[src/rtl/cmd_dispatcher_pkg.sv]
// cmd_dispatcher_pkg: dispatcher FSM states and default parameter values
package cmd_dispatcher_pkg;
  localparam int N_CH_DEF    = 32;
  localparam int ADDR_W_DEF  = 5;
  localparam int CMD_W_DEF   = 8;
  localparam int DEPTH_DEF   = 4;
  localparam int TIMEOUT_DEF = 1000;
  typedef enum logic [1:0] {IDLE, ISSUE, WAIT_ACK} state_e;
endpackage

[src/rtl/cmd_fifo.sv]
// cmd_fifo: request queue with wrap-bit pointers; caller guarantees no push when full without pop
module cmd_fifo #(
  parameter int WIDTH = 8,
  parameter int DEPTH = 4
) (
  input  logic             clk,
  input  logic             rst_n,
  input  logic             push,
  input  logic             pop,
  input  logic [WIDTH-1:0] din,
  output logic [WIDTH-1:0] dout,
  output logic             full,
  output logic             empty
);
  localparam int AW = $clog2(DEPTH);
  logic [WIDTH-1:0] mem_q [DEPTH];
  logic [AW:0] wr_q, rd_q;
  assign empty = wr_q == rd_q;
  assign full  = (wr_q[AW] != rd_q[AW]) && (wr_q[AW-1:0] == rd_q[AW-1:0]);
  assign dout  = mem_q[rd_q[AW-1:0]];
  always_ff @(posedge clk or negedge rst_n) begin
    if (!rst_n) begin
      wr_q <= '0;
      rd_q <= '0;
    end else begin
      if (push) wr_q <= wr_q + 1'b1;
      if (pop) rd_q <= rd_q + 1'b1;
    end
  end
  always_ff @(posedge clk) begin
    if (push) mem_q[wr_q[AW-1:0]] <= din;
  end
endmodule

[src/rtl/cmd_dispatcher.sv]
// cmd_dispatcher: queues received {addr,cmd} frames and issues them one at a time to sensor channels
module cmd_dispatcher
  import cmd_dispatcher_pkg::*;
#(
  parameter int N_CH    = N_CH_DEF,
  parameter int ADDR_W  = ADDR_W_DEF,
  parameter int CMD_W   = CMD_W_DEF,
  parameter int DEPTH   = DEPTH_DEF,
  parameter int TIMEOUT = TIMEOUT_DEF
) (
  input  logic              clk,
  input  logic              rst_n,
  input  logic              rx_ready,
  input  logic [ADDR_W-1:0] rx_addr,
  input  logic [CMD_W-1:0]  rx_cmd,
  output logic [N_CH-1:0]   ch_req,
  output logic [CMD_W-1:0]  ch_cmd,
  input  logic [N_CH-1:0]   ch_ack,
  output logic              err_addr,
  output logic              err_timeout,
  output logic              err_ovf,
  output logic              busy
);
  localparam int CNT_W = $clog2(TIMEOUT + 1);
  localparam logic [ADDR_W:0] NCH = (ADDR_W + 1)'(N_CH);
  state_e state_q, state_d;
  logic [ADDR_W-1:0] addr_q;
  logic [CMD_W-1:0] cmd_q;
  logic [N_CH-1:0] req_q, req_d, sel;
  logic [CNT_W-1:0] cnt_q, cnt_d;
  logic err_addr_q, err_addr_d, err_to_q, err_to_d, err_ovf_q, err_ovf_d;
  logic addr_ok, push, pop, full, empty, hit, expire, done;
  logic [ADDR_W+CMD_W-1:0] head;
  cmd_fifo #(.WIDTH(ADDR_W + CMD_W), .DEPTH(DEPTH)) u_fifo (
    .clk(clk), .rst_n(rst_n), .push(push), .pop(pop),
    .din({rx_addr, rx_cmd}), .dout(head), .full(full), .empty(empty)
  );
  always_comb begin
    addr_ok = {1'b0, rx_addr} < NCH;
    pop = state_q == IDLE && !empty;
    push = rx_ready && addr_ok && (!full || pop);
    sel = N_CH'(1) << addr_q;
    hit = state_q == WAIT_ACK && |(ch_ack & sel);
    expire = state_q == WAIT_ACK && cnt_q == CNT_W'(TIMEOUT - 1);
    done = hit || expire;
    state_d = state_q == IDLE ? (empty ? IDLE : ISSUE) :
              state_q == ISSUE ? WAIT_ACK :
              (state_q == WAIT_ACK && !done) ? WAIT_ACK : IDLE;
    req_d = state_q == ISSUE ? sel : (state_q == WAIT_ACK && !done) ? req_q : '0;
    cnt_d = (state_q == WAIT_ACK && !done) ? cnt_q + 1'b1 : '0;
    err_addr_d = rx_ready && !addr_ok;
    err_ovf_d = rx_ready && addr_ok && full && !pop;
    // ack wins over a timeout landing in the same cycle
    err_to_d = expire && !hit;
  end
  always_ff @(posedge clk or negedge rst_n) begin
    if (!rst_n) begin
      state_q    <= IDLE;
      addr_q     <= '0;
      cmd_q      <= '0;
      req_q      <= '0;
      cnt_q      <= '0;
      err_addr_q <= 1'b0;
      err_to_q   <= 1'b0;
      err_ovf_q  <= 1'b0;
    end else begin
      state_q    <= state_d;
      if (pop) {addr_q, cmd_q} <= head;
      req_q      <= req_d;
      cnt_q      <= cnt_d;
      err_addr_q <= err_addr_d;
      err_to_q   <= err_to_d;
      err_ovf_q  <= err_ovf_d;
    end
  end
  assign ch_req      = req_q;
  assign ch_cmd      = cmd_q;
  assign err_addr    = err_addr_q;
  assign err_timeout = err_to_q;
  assign err_ovf     = err_ovf_q;
  assign busy        = !empty || state_q != IDLE;
endmodule

[config.mk]
export PLATFORM = sky130hd
export DESIGN_NAME = cmd_dispatcher
export DESIGN_NICKNAME = d
export VERILOG_FILES = /design/src/rtl/cmd_dispatcher_pkg.sv /design/src/rtl/cmd_fifo.sv /design/src/rtl/cmd_dispatcher.sv
export SDC_FILE = /design/constraint.sdc
export NUM_CORES = 1
export LEC_CHECK = 0
export BUFFER_PORTS_ARGS = -buffer_cell sky130_fd_sc_hd__buf_2
export CELL_PAD_IN_SITES_DETAIL_PLACEMENT = 1
export CELL_PAD_IN_SITES_GLOBAL_PLACEMENT = 1
export CORE_MARGIN = 2
export CORE_UTILIZATION = 40
export CTS_CLUSTER_SIZE = 25
export DETAILED_ROUTE_END_ITERATION = 8
export PLACE_DENSITY = 0.81
export SETUP_SLACK_MARGIN = 0.1
export SYNTH_ARGS = -nofsm -noshare
export SYNTH_HDL_FRONTEND = slang
export SYNTH_SLANG_ARGS = --single-unit
[constraint.sdc]
create_clock -name clk -period 4.6 [get_ports clk]
set_input_delay 1.15 -clock clk [delete_from_list [all_inputs] [get_ports clk]]
set_output_delay 1.15 -clock clk [all_outputs]
set_load 0.05 [all_outputs]
# Yosys cells after proc, flatten, opt, wreduce, memory -nomap -nowiden

Memories as Yosys holds them, arrays and structs flattened. A register that Yosys moved wholly into a read port is not among the register bits.
Cells that the tools add are included.

Output and inout port bits: 44
Word-level logic and storage cells: 50
Memories: 1
Bits in writable memories: 52
Register bits: 52

Memories:

| name         | depth | bits a word | read ports | clocked after memory_dff | wr ports | line           | RTL |
|---|---|---|---|---|---|---|---|
| u_fifo.mem_q | 4     | 13          | 1          | 1                        | 1        | cmd_fifo.sv:16 | `logic [WIDTH-1:0] mem_q [DEPTH];` |

Reductions and logical operators: 21
Bitwise gates (word level): 1
Add/subtract/negate cells: 3
Mux-type cells: 9
Shift-type cells: 1
Equality and inequality tests: 7

Operators by type and width:

| operator                                                              | count |
|---|---|
| 32-bit 2-to-1 mux                                                     | 2 |
| 32-bit AND                                                            | 1 |
| 32-bit OR reduction                                                   | 1 |
| 1-bit by 5-bit << shifter with 32-bit output, first input constant    | 1 |
| 10-bit by 1-bit adder with 10-bit output, second input constant       | 1 |
| 10-bit equality test, second input constant                           | 1 |
| 10-bit 2-to-1 mux                                                     | 1 |
| 1-bit logical AND                                                     | 9 |
| 3-bit by 1-bit adder with 3-bit output, second input constant         | 2 |
| 1-bit zero test                                                       | 6 |
| 2-bit 2-to-1 mux                                                      | 3 |
| 3-bit equality test                                                   | 1 |
| 1-bit logical OR                                                      | 3 |
| 1-bit 2-to-1 mux                                                      | 3 |
| 2-bit by 1-bit equality test with 1-bit output, second input constant | 1 |
| 2-bit equality test                                                   | 1 |
| 2-bit equality test, second input constant                            | 1 |
| 2-bit zero test                                                       | 1 |
| 2-bit != test, second input constant                                  | 1 |
| 2-bit nonzero test                                                    | 1 |
| 1-bit != test                                                         | 1 |

# Logic depth before layout (Yosys ltp)

Depth in word-level cells: 10
Gate-level depth with buffers: 8

# By module

A second synthesis with hierarchy kept.

Cell total of the unflattened synthesis: 384
Area total of the unflattened synthesis: 5266.3 um^2

Modules (own cells, without submodules):

| module         | cells each | area each (um^2) | times used |
|---|---|---|---|
| cmd_dispatcher | 285        | 3009.1           | 1 |
| cmd_fifo       | 99         | 2257.2           | 1 |

# Worst setup path before layout

Ideal clock, no wire load.

Kind: register to output
Start point: reg u_fifo.rd_q[1]
End point: out busy
Data arrival time: 1316 ps
Cell stages (with the launch flop): 5
Setup slack: 2134 ps
Data required time: 3450 ps
Cell sequence: dfrtp_1 > buf_2 > xor2_1 > nor3b_1 > nand2_1

Word-level cells in the longest chain between the ends: 3

Ends and longest elaborated chain:

| element                | line                 | RTL |
|---|---|---|
| start, declared        | cmd_fifo.sv:17       | `logic [AW:0] wr_q, rd_q;` |
| start signal, assigned | cmd_fifo.sv:27       | `if (pop) rd_q <= rd_q + 1'b1;` |
| 3-bit equality test    | cmd_fifo.sv:18       | `assign empty = wr_q == rd_q;` |
| 1-bit zero test        | cmd_dispatcher.sv:81 | `assign busy = !empty \|\| state_q != IDLE;` |
| 1-bit logical OR       | cmd_dispatcher.sv:81 |  |
| end, declared          | cmd_dispatcher.sv:22 | `output logic busy` |

Every way passes these cells.

# Worst setup path after layout

Same ends and word-level chain as after synthesis.

==> flow_metrics.tcl <==
set metrics [dict create \
    status "finished clean" \
    grt_pass1_wl_um 20000 \
    critical_path_arrival_ps 2090 \
    synth.distinct_cells 47 \
    p_switching_mw 1.54 \
    dieWidth_um 119 \
    netlist_instances 372 \
    gp_congestion 0.764 \
    syn_area_um2 5250 \
    initial_core_util_pct 41.3 \
    power.internal_mw 2.67 \
    area.growth.synth_to_final_pct 20.4 \
    holdPathEnd "u_fifo.rd_q[2]$_DFFE_PN0P_" \
    syn_nets 426 \
    p_sw_share_pct 36.6 \
    finClkSkew_ps 9.88 \
    design_area_um2 6320 \
    placed_cell_area_um2 5760 \
    comb_power_share_pct 31.5 \
    syn_area_per_cell_um2 14.1 \
    r2r_end "ch_req[3]$_DFFE_PN0P_" \
    vias_per_cell 5.24 \
    finalHoldViolCount 0 \
    p_clk_share_pct 30.2 \
    dr.pass1.iters 4 \
    yosys_register_bits 117 \
    synth_edf_count 52 \
    ir_worst_vdd_mv 0.561 \
    nNetsFinal 513 \
    r2r_slack_ps 1540 \
    root_buffer "clkbuf_16" \
    drive_gt1_share_pct 35.8 \
    routedWlPerCell_um 19.2 \
    grt_pass1_vias 3824 \
    start_kind "flop" \
    hpwl_um 8110 \
    worstReg2RegStart "addr_q[2]$_DFFE_PN0P_" \
    worstMarginPinSlew_ps 944 \
    seqPwrFrac_pct 38.3 \
    finalSetupViolations 0 \
    grt_overflow_total 0 \
    postRouteWirelength_um 12400 \
    maxCapViolations 0 \
    holdPathStages 1 \
    synth.top_cell.area_share_pct 31.0 \
    antenna_found_initial 1 \
    yosys-top-cells-area "dfrtp_1 31%, edfxtp_1 30%, mux4_2 5.6%" \
    drc 0 \
    holdBufCountCts 0 \
    fin_crit_sh_pct 70.4 \
    vias 3376 \
    cts_setup_buffers 0 \
    post-synth-top-area-cell "dfrtp_1" \
    portBuffers 90 \
    fmax_mhz 309 \
    rows 41 \
    ios 92 \
    finalNonFillerCells 644 \
    r2r_cells 5 \
    p_leak_nw 2.53 \
    cts.sinks 117 \
    cp.required_ps 3450 \
    grt_start_max_net_pins 45 \
    cts_resized 0 \
    min_period_ps 3240 \
    clock_latency_ps 420 \
    dieHeight_um 119 \
    path_clk_slew_ps 60 \
    dp_cells 612 \
    antenna_cells 0 \
    synthFlopType "dfrtp_1" \
    final.setup.tns_ps 0 \
    finalMaxSlewViolations 0 \
    cts_tree "built" \
    ys_warn_count 0 \
    track_usage_pct 18.7 \
    hold_start "u_fifo.rd_q[2]$_DFFE_PN0P_" \
    path_max_fanout 16 \
    detail-route-antenna-nets 0 \
    cts_max_level 4 \
    synthArstFlopShare_pct 55.6 \
    drt_iter0_markers 159 \
    synth-seq-area-share_pct 60.7 \
    cts_buffers 17 \
    die-area_um2 14100 \
    powerDensity_nw_per_um2 666 \
    final_util_pct 49.7 \
    critPathKind "flop to output pin" \
    clockBufferDepth 2 \
    cp-end-kind "output pin" \
    rsz0062_at_grt "no" \
    relSlewSlack_pct 37.1 \
    hp-class "flop to flop" \
    fp.coreArea_um2 12700 \
]
logic make-up after synthesis:
group | synth area share, %
compound gates | 8.30
xor+xnor | 2.50
fa+ha+maj | 1.43
buf+inv | 6.15
flops | 60.7
mux | 10.7
other cells | 0.0714
simple gates | 10.1
power by group through the flow:
stage	Combinational [mW]	Sequential [mW]	Clock, mW
6_report	1.33	1.61	1.27
5_1_grt	1.44	1.65	1.34
4_1_cts	1.35	1.61	1.29
3_5_place_dp	1.33	1.63	0
3_3_place_gp	1.28	1.61	0
2_1_floorplan	1.04	1.64	0
cells in the final DEF, fill, tap and decap left out, types with 7 or more instances in the layout:
cell	netlist	layout
nor2_1	12	11
nor3_1	11	11
o32ai_2	7	7
buf_2	6	90
xnor2_1	8	8
mux2i_1	11	11
mux2_2	14	14
inv_1	35	35
xor2_1	7	7
nand2_1	13	13
edfxtp_1	52	52
o32ai_1	26	26
mux4_2	13	13
dfrtp_1	65	65
nand3_1	9	9
clkbuf_16	0	17
sequential cells by signal, indices dropped and copies added (netlist names):
name	cells
u_fifo.wr_q	3
err_ovf	1
ch_cmd	8
cnt_q	10
addr_q	5
u_fifo.rd_q	3
ch_req	32
u_fifo.mem_q	52
state_q	2
err_timeout	1
worst max-delay path by stage:
stage	startpoint	to	cells past startpoint
6_report	u_fifo.rd_q[1]$_DFFE_PN0P_	busy	4
5_1_grt	u_fifo.rd_q[1]$_DFFE_PN0P_	busy	4
4_1_cts	u_fifo.rd_q[1]$_DFFE_PN0P_	busy	4
3_5_place_dp	ch_ack[28]	ch_req[7]$_DFFE_PN0P_	6
3_3_place_gp	ch_ack[28]	ch_req[19]$_DFFE_PN0P_	6
2_1_floorplan	u_fifo.rd_q[1]$_DFFE_PN0P_	busy	4
synth_stat cells (7+ instances only):
master and instances:
mux4_2 13, edfxtp_1 52, xnor2_1 8, dfrtp_1 65, inv_1 35, xor2_1 7
nand3_1 9, o32ai_1 26, mux2_2 14, nand2_1 13, mux2i_1 11, nor2_1 12
buf_6 9, nor3_1 11, o32ai_2 7
through the flow:
| step | setup WS (ps) | power, mW | hold slack [ps] |
|---|---|---|---|
| floorplan | 2130 | 2.68 | 433 |
| global placement | 1420 | 2.89 | 465 |
| detailed placement | 1280 | 2.97 | 492 |
| CTS | 1270 | 4.26 | 497 |
| global route | 1160 | 4.43 | 514 |
| finish | 1360 | 4.21 | 497 |
per-layer routing:
layer / routed length (um) / vias to the layer above / share of wire [%] / global-route usage, %
met2: 6430 / 98 / 52 / 32.1
met5: 11 / - / 0.089 / 0
met1: 5050 / 1694 / 41 / 22.0
met4: 272 / 2 / 2.2 / 8.33
met3: 581 / 24 / 4.7 / 5.07
li1: - / 1558 / - / -
critical path, cell delays in order (launching register included):
cell and delay (ps):
dfrtp_1 790, xor2_1 200, nor3b_1 370, nand2_1 80
buf_2 220
final cells by class:
type,count,area [um^2]
Timing Repair Buffer,94,480
Sequential cell,117,3190
Tap cell,172,215
Inverter,35,131
Multi-Input combinational cell,194,1740
Clock buffer,20,437
Clock inverter,12,129
Fill cell,1344,6400
(Power assumes the default switching activity.)
